<file path="src/rtl/multi_edge_detector_pkg.sv">
// Shared types and constants for the multi-channel debounced edge detector.
package multi_edge_detector_pkg;

  typedef enum logic [1:0] {
    MODE_OFF  = 2'b00,
    MODE_RISE = 2'b01,
    MODE_FALL = 2'b10,
    MODE_BOTH = 2'b11
  } mode_e;

  typedef enum logic {
    STEADY = 1'b0,
    SETTLE = 1'b1
  } chan_state_e;

  localparam logic LOW  = 1'b0;
  localparam logic HIGH = 1'b1;

  // Per-channel status bundle handed from a channel to the top.
  typedef struct packed {
    logic tick;
    logic edge_dir;
    logic stable;
  } chan_status_t;

  // True when the configured mode wants an edge that settles to new_level.
  function automatic logic edge_enabled(input logic [1:0] mode, input logic new_level);
    if (new_level == HIGH) begin
      return (mode == MODE_RISE) || (mode == MODE_BOTH);
    end
    return (mode == MODE_FALL) || (mode == MODE_BOTH);
  endfunction

endpackage

</file>
<file path="src/rtl/multi_edge_detector_edge_channel.sv">
// One debounced channel: settle counter, stable level, registered tick and edge direction.
module edge_channel
  import multi_edge_detector_pkg::*;
#(
  parameter int unsigned DEBOUNCE    = 3,
  parameter logic        RESET_LEVEL = 1'b1
) (
  input  logic         clk,
  input  logic         reset,
  input  logic         update,
  input  logic         level,
  input  logic [1:0]   mode,
  output chan_status_t status
);

  localparam int unsigned CNT_W = $clog2(DEBOUNCE + 1);
  localparam logic [CNT_W-1:0] CNT_LAST = CNT_W'(DEBOUNCE - 1);

  chan_state_e      state, next_state;
  logic [CNT_W-1:0] cnt, next_cnt;
  logic             stable_q, next_stable;
  logic             tick_q, next_tick;
  logic             dir_q, next_dir;

  // State and output registers.
  always_ff @(posedge clk) begin
    if (!reset) begin
      state    <= STEADY;
      cnt      <= '0;
      stable_q <= RESET_LEVEL;
      tick_q   <= 1'b0;
      dir_q    <= LOW;
    end else begin
      state    <= next_state;
      cnt      <= next_cnt;
      stable_q <= next_stable;
      tick_q   <= next_tick;
      dir_q    <= next_dir;
    end
  end

  // Debounce decision; evaluated only on update strobes.
  always_comb begin
    next_state  = state;
    next_cnt    = cnt;
    next_stable = stable_q;
    next_tick   = 1'b0;
    next_dir    = dir_q;
    if (update) begin
      if (level == stable_q) begin
        next_state = STEADY;
        next_cnt   = '0;
      end else if (cnt == CNT_LAST) begin
        next_state  = STEADY;
        next_cnt    = '0;
        next_stable = level;
        if (edge_enabled(mode, level)) begin
          next_tick = 1'b1;
          next_dir  = level;
        end
      end else begin
        next_state = SETTLE;
        next_cnt   = cnt + CNT_W'(1);
      end
    end
  end

  assign status = '{tick: tick_q, edge_dir: dir_q, stable: stable_q};

endmodule

</file>
<file path="src/rtl/multi_edge_detector.sv">
// N-channel debounced edge detector with sticky write-1-to-clear pending flags and irq.
module multi_edge_detector
  import multi_edge_detector_pkg::*;
#(
  parameter int unsigned CHANNELS    = 4,
  parameter int unsigned DEBOUNCE    = 3,
  parameter logic        RESET_LEVEL = 1'b1
) (
  input  logic                  clk,
  input  logic                  reset,
  input  logic                  update,
  input  logic [CHANNELS-1:0]   level,
  input  logic [2*CHANNELS-1:0] mode,
  input  logic [CHANNELS-1:0]   clear,
  output logic [CHANNELS-1:0]   tick,
  output logic [CHANNELS-1:0]   edge_dir,
  output logic [CHANNELS-1:0]   stable,
  output logic [CHANNELS-1:0]   pending,
  output logic                  irq
);

  chan_status_t status [CHANNELS];

  for (genvar i = 0; i < CHANNELS; i++) begin : g_ch
    edge_channel #(
      .DEBOUNCE   (DEBOUNCE),
      .RESET_LEVEL(RESET_LEVEL)
    ) u_ch (
      .clk   (clk),
      .reset (reset),
      .update(update),
      .level (level[i]),
      .mode  (mode[2*i+1:2*i]),
      .status(status[i])
    );
    assign tick[i]     = status[i].tick;
    assign edge_dir[i] = status[i].edge_dir;
    assign stable[i]   = status[i].stable;
  end

  // A tick landing in the same cycle as a clear still sets the flag.
  always_ff @(posedge clk) begin
    if (!reset) begin
      pending <= '0;
    end else begin
      pending <= (pending & ~clear) | tick;
    end
  end

  assign irq = |pending;

endmodule

</file>
<file path="config.mk">
export PLATFORM = sky130hd
export DESIGN_NAME = multi_edge_detector
export DESIGN_NICKNAME = d
export VERILOG_FILES = /design/src/rtl/multi_edge_detector_pkg.sv /design/src/rtl/multi_edge_detector_edge_channel.sv /design/src/rtl/multi_edge_detector.sv
export SDC_FILE = /design/constraint.sdc
export NUM_CORES = 1
export LEC_CHECK = 0
export CAP_MARGIN = 20
export CORE_MARGIN = 2
export CORE_UTILIZATION = 42
export DETAILED_ROUTE_END_ITERATION = 7
export HOLD_SLACK_MARGIN = 0.06
export PLACE_DENSITY = 0.73
export REMOVE_ABC_BUFFERS = 1
export SETUP_SLACK_MARGIN = 0.4
export SLEW_MARGIN = 20
export SYNTH_ARGS = -nofsm -noshare
export SYNTH_HDL_FRONTEND = slang
export SYNTH_HIERARCHICAL = 1
export SYNTH_SLANG_ARGS = --single-unit
export TNS_END_PERCENT = 30
</file>
<file path="constraint.sdc">
create_clock -name clk -period 1.4 [get_ports clk]
set_input_delay 0.14 -clock clk [delete_from_list [all_inputs] [get_ports clk]]
set_output_delay 0.14 -clock clk [all_outputs]
set_load 0.01 [all_outputs]
</file>
==> impl_metrics.py <==
metrics = {
    "sta": {
        "setup_viol": 1,
        "tightest_slew_ps": 296.5,
        "worst_slack_ps": -62.27,
        "finalCritPeriodShare_pct": 104.4,
        "fin_skew_ps": 3.355,
        "rsz0062_at_grt": "yes",
        "fin_crit_ps": 1462,
        "fmaxAchievable_mhz": 683.9,
        "hold_violations": 0,
        "fin_setup_tns_ps": -62.27,
        "slew_violations": 0,
        "max_slew_margin_pct": 80.20,
    },
    "setup_path": {
        "crit_family": "simple AND/OR/NAND/NOR gates",
        "r2r-end": "g_ch[2].u_ch/dir_q$_SDFFE_PN0P_",
        "crit_cells": 2,
        "cp_data_required_time_ps": 1260,
        "worstPathCellList": "or4_4 -> buf_6",
        "crit_end": "irq",
        "crit_type": "reg2out",
        "end_kind": "primary output",
        "path_max_fanout": 3,
        "rrSetupSlack_ps": 280,
        "max_stage_delay_ps": 530,
        "slowest_stage": "or4_4",
        "timing.rr.start": "g_ch[2].u_ch/cnt[0]$_SDFFE_PN0P_",
        "worst-path-buf-inv": 1,
        "crit_start": "pending[0]$_SDFF_PN0_",
        "worstPathArrival_ps": 1320,
        "startpoint_type": "register",
        "reg2reg_depth": 3,
    },
    "detailed_routing": {
        "wl_per_cell_um": 13.04,
        "finalWirelength_um": 2594,
        "drt_iter0_drc": 15,
        "ant_nets": 0,
        "vias": 995,
        "first_pass_iters": 4,
        "via_per_inst": 5.000,
        "drc": 0,
    },
    "outcome": {
        "status": "finished with violations",
        "violations": "negative setup slack",
    },
    "place": {
        "dp.final_hpwl_um": 1855,
        "post_dp_cell_area_mm2": 0.001573,
        "globalplace.congestion": 0.7441,
        "io_buffers": 35,
        "dp_cells": 190,
    },
    "synthesis": {
        "synth.yosys.warnings": 6,
        "yosysUniqueCellTypes": 19,
        "synth-seq-area-share_pct": 40.76,
        "synth_seq_cells": 24,
        "synthesis.area_mm2": 0.001179,
        "syn_area_per_cell_um2": 9.429,
        "synthCells": 125,
    },
    "finish": {
        "nets": 188,
        "drive_gt1_share_pct": 49.40,
        "num-fill-cells": 222,
        "num_antenna_cells": 0,
        "layout_commonest_cell": "dfxtp_2",
        "fin_cells": 199,
        "stdcell_area_mm2": 0.001794,
        "final_cell_mix": "dfxtp_2 (19), clkdlybuf4s50_1 (13), nor2b_1 (12), o21a_1 (12), buf_4 (11)",
        "syn_to_final_growth_pct": 52.23,
    },
    "die": {
        "start_util_pct": 43.49,
        "die_width_um": 56.98,
        "dieArea_mm2": 0.003246,
        "coreArea_mm2": 0.002710,
        "io_pins": 36,
        "die_h_um": 56.98,
        "rows": 19,
    },
    "pwr": {
        "fin_total_pwr_mw": 1.259,
        "power_density_mw_per_mm2": 701.4,
        "power.leakage_nw": 0.7842,
        "ir_drop_mv": 0.6799,
    },
    "hold_path": {
        "hp-class": "in2reg",
        "worstHoldStart": "level[0]",
    },
    "clock_tree": {
        "cts.sinks": 24,
        "h-tree-depth": 1,
        "clkTransAtPathRegs_ps": 130,
        "tritoncts": "built",
        "clk_latency_ps": 310,
        "cts_buffers": 3,
        "cts_root_buffer": "clkbuf_4",
        "cts_buffer_depth": 2,
    },
    "run": {
        "max_cap_viol_count": 0,
    },
    "global_route": {
        "antenna_found_initial": 0,
        "grt_max_degree": 25,
        "grt_pass1_wl_um": 4271,
        "grt_pass1_vias": 1017,
        "track_usage_pct": 16.56,
        "globalRouteOverflowTotal": 0,
    },
}
-- timing repair --
item,in CTS,in global routing
setup buffers,4,1
hold buffers,0,0
hold endpoints to repair,0,0
cloned,0,0
pin swaps,10,18
endpoints found under the setup margin,35,27
resized for setup,91,38
-- cell usage after synthesis --
master	number	area share, %
inv_1	8	2.5
mux2i_1	4	3.4
a211oi_2	4	4.2
buf_4	12	7.6
or4_1	1	0.64
nor3_1	4	1.7
nand3b_1	4	2.5
o21a_1	12	7.6
nand2_1	8	2.5
nor4b_1	4	3.0
dfxtp_1	24	41
o21ai_0	4	1.7
nor2_1	4	1.3
a21oi_1	4	1.7
o31a_1	4	3.0
nor2b_1	12	6.4
xnor2_1	4	3.0
and2b_4	4	3.4
and3b_1	4	3.0
-- worst min-delay path by stage --
stage / endpoint / slack (ps) / depth (start not counted)
floorplan: g_ch[0].u_ch/stable_q$_SDFFE_PN1P_ / 200 / 1
global placement: pending[2]$_SDFF_PN0_ / 460 / 1
detailed placement: pending[2]$_SDFF_PN0_ / 460 / 1
CTS: g_ch[3].u_ch/stable_q$_SDFFE_PN1P_ / 300 / 3
global route: g_ch[0].u_ch/stable_q$_SDFFE_PN1P_ / 300 / 3
finish: g_ch[0].u_ch/stable_q$_SDFFE_PN1P_ / 270 / 3
-- worst min-delay path: stages --
cell            delay, ps
dlymetal6s2s_1        250
mux2i_1               110
nand2_1                60
-- area by class of cell --
type                    count  area, um2  area share, %
clock buffers               4      36.28          2.022
inverters                   8      30.03          1.674
multi-input cells          81      714.4          39.82
flip-flops and latches     24      519.2          28.94
well taps                  31      38.79          2.162
repair buffers             51      455.4          25.38
-- flip-flops by register name, summed over array words and instances, names as in the netlist --
signal and count:
g_ch.u_ch/dir_q 4, g_ch.u_ch/stable_q 4, pending 4, g_ch.u_ch/tick_q 4, g_ch.u_ch/cnt 8
-- logic make-up after synthesis --
logic type	after synthesis	share of synthesized area, %
flops	24	40.76
xor+xnor	4	2.972
simple gates	45	24.42
mux	4	3.397
buf+inv	20	10.19
compound gates	28	18.26
-- metal layers --
metal  global-route usage, %  wire [um]  vias up
met5                       0          0        -
met4                   5.316         19        0
met3                   3.628        160        2
met2                   30.21       1343       29
met1                   19.17       1070      448
li1                        -          -      516
-- power by group --
group	switching, mW	total [mW]	internal (mW)
Clock	0.207	0.366	0.159
Combinational	0.0768	0.195	0.118
Sequential	0.0102	0.698	0.687
-- stage by stage --
step,util (%),worst slack (ps),hold slack [ps]
2_1_floorplan,-,357.8,201.9
3_3_place_gp,58.03,-18.99,455.6
3_5_place_dp,58.03,-66.63,463.5
4_1_cts,60.43,-87.68,304.6
5_1_grt,66.21,-115.6,300.4
6_report,66.21,-62.27,270.8
No activity file was read; power rests on OpenSTA's default activity.
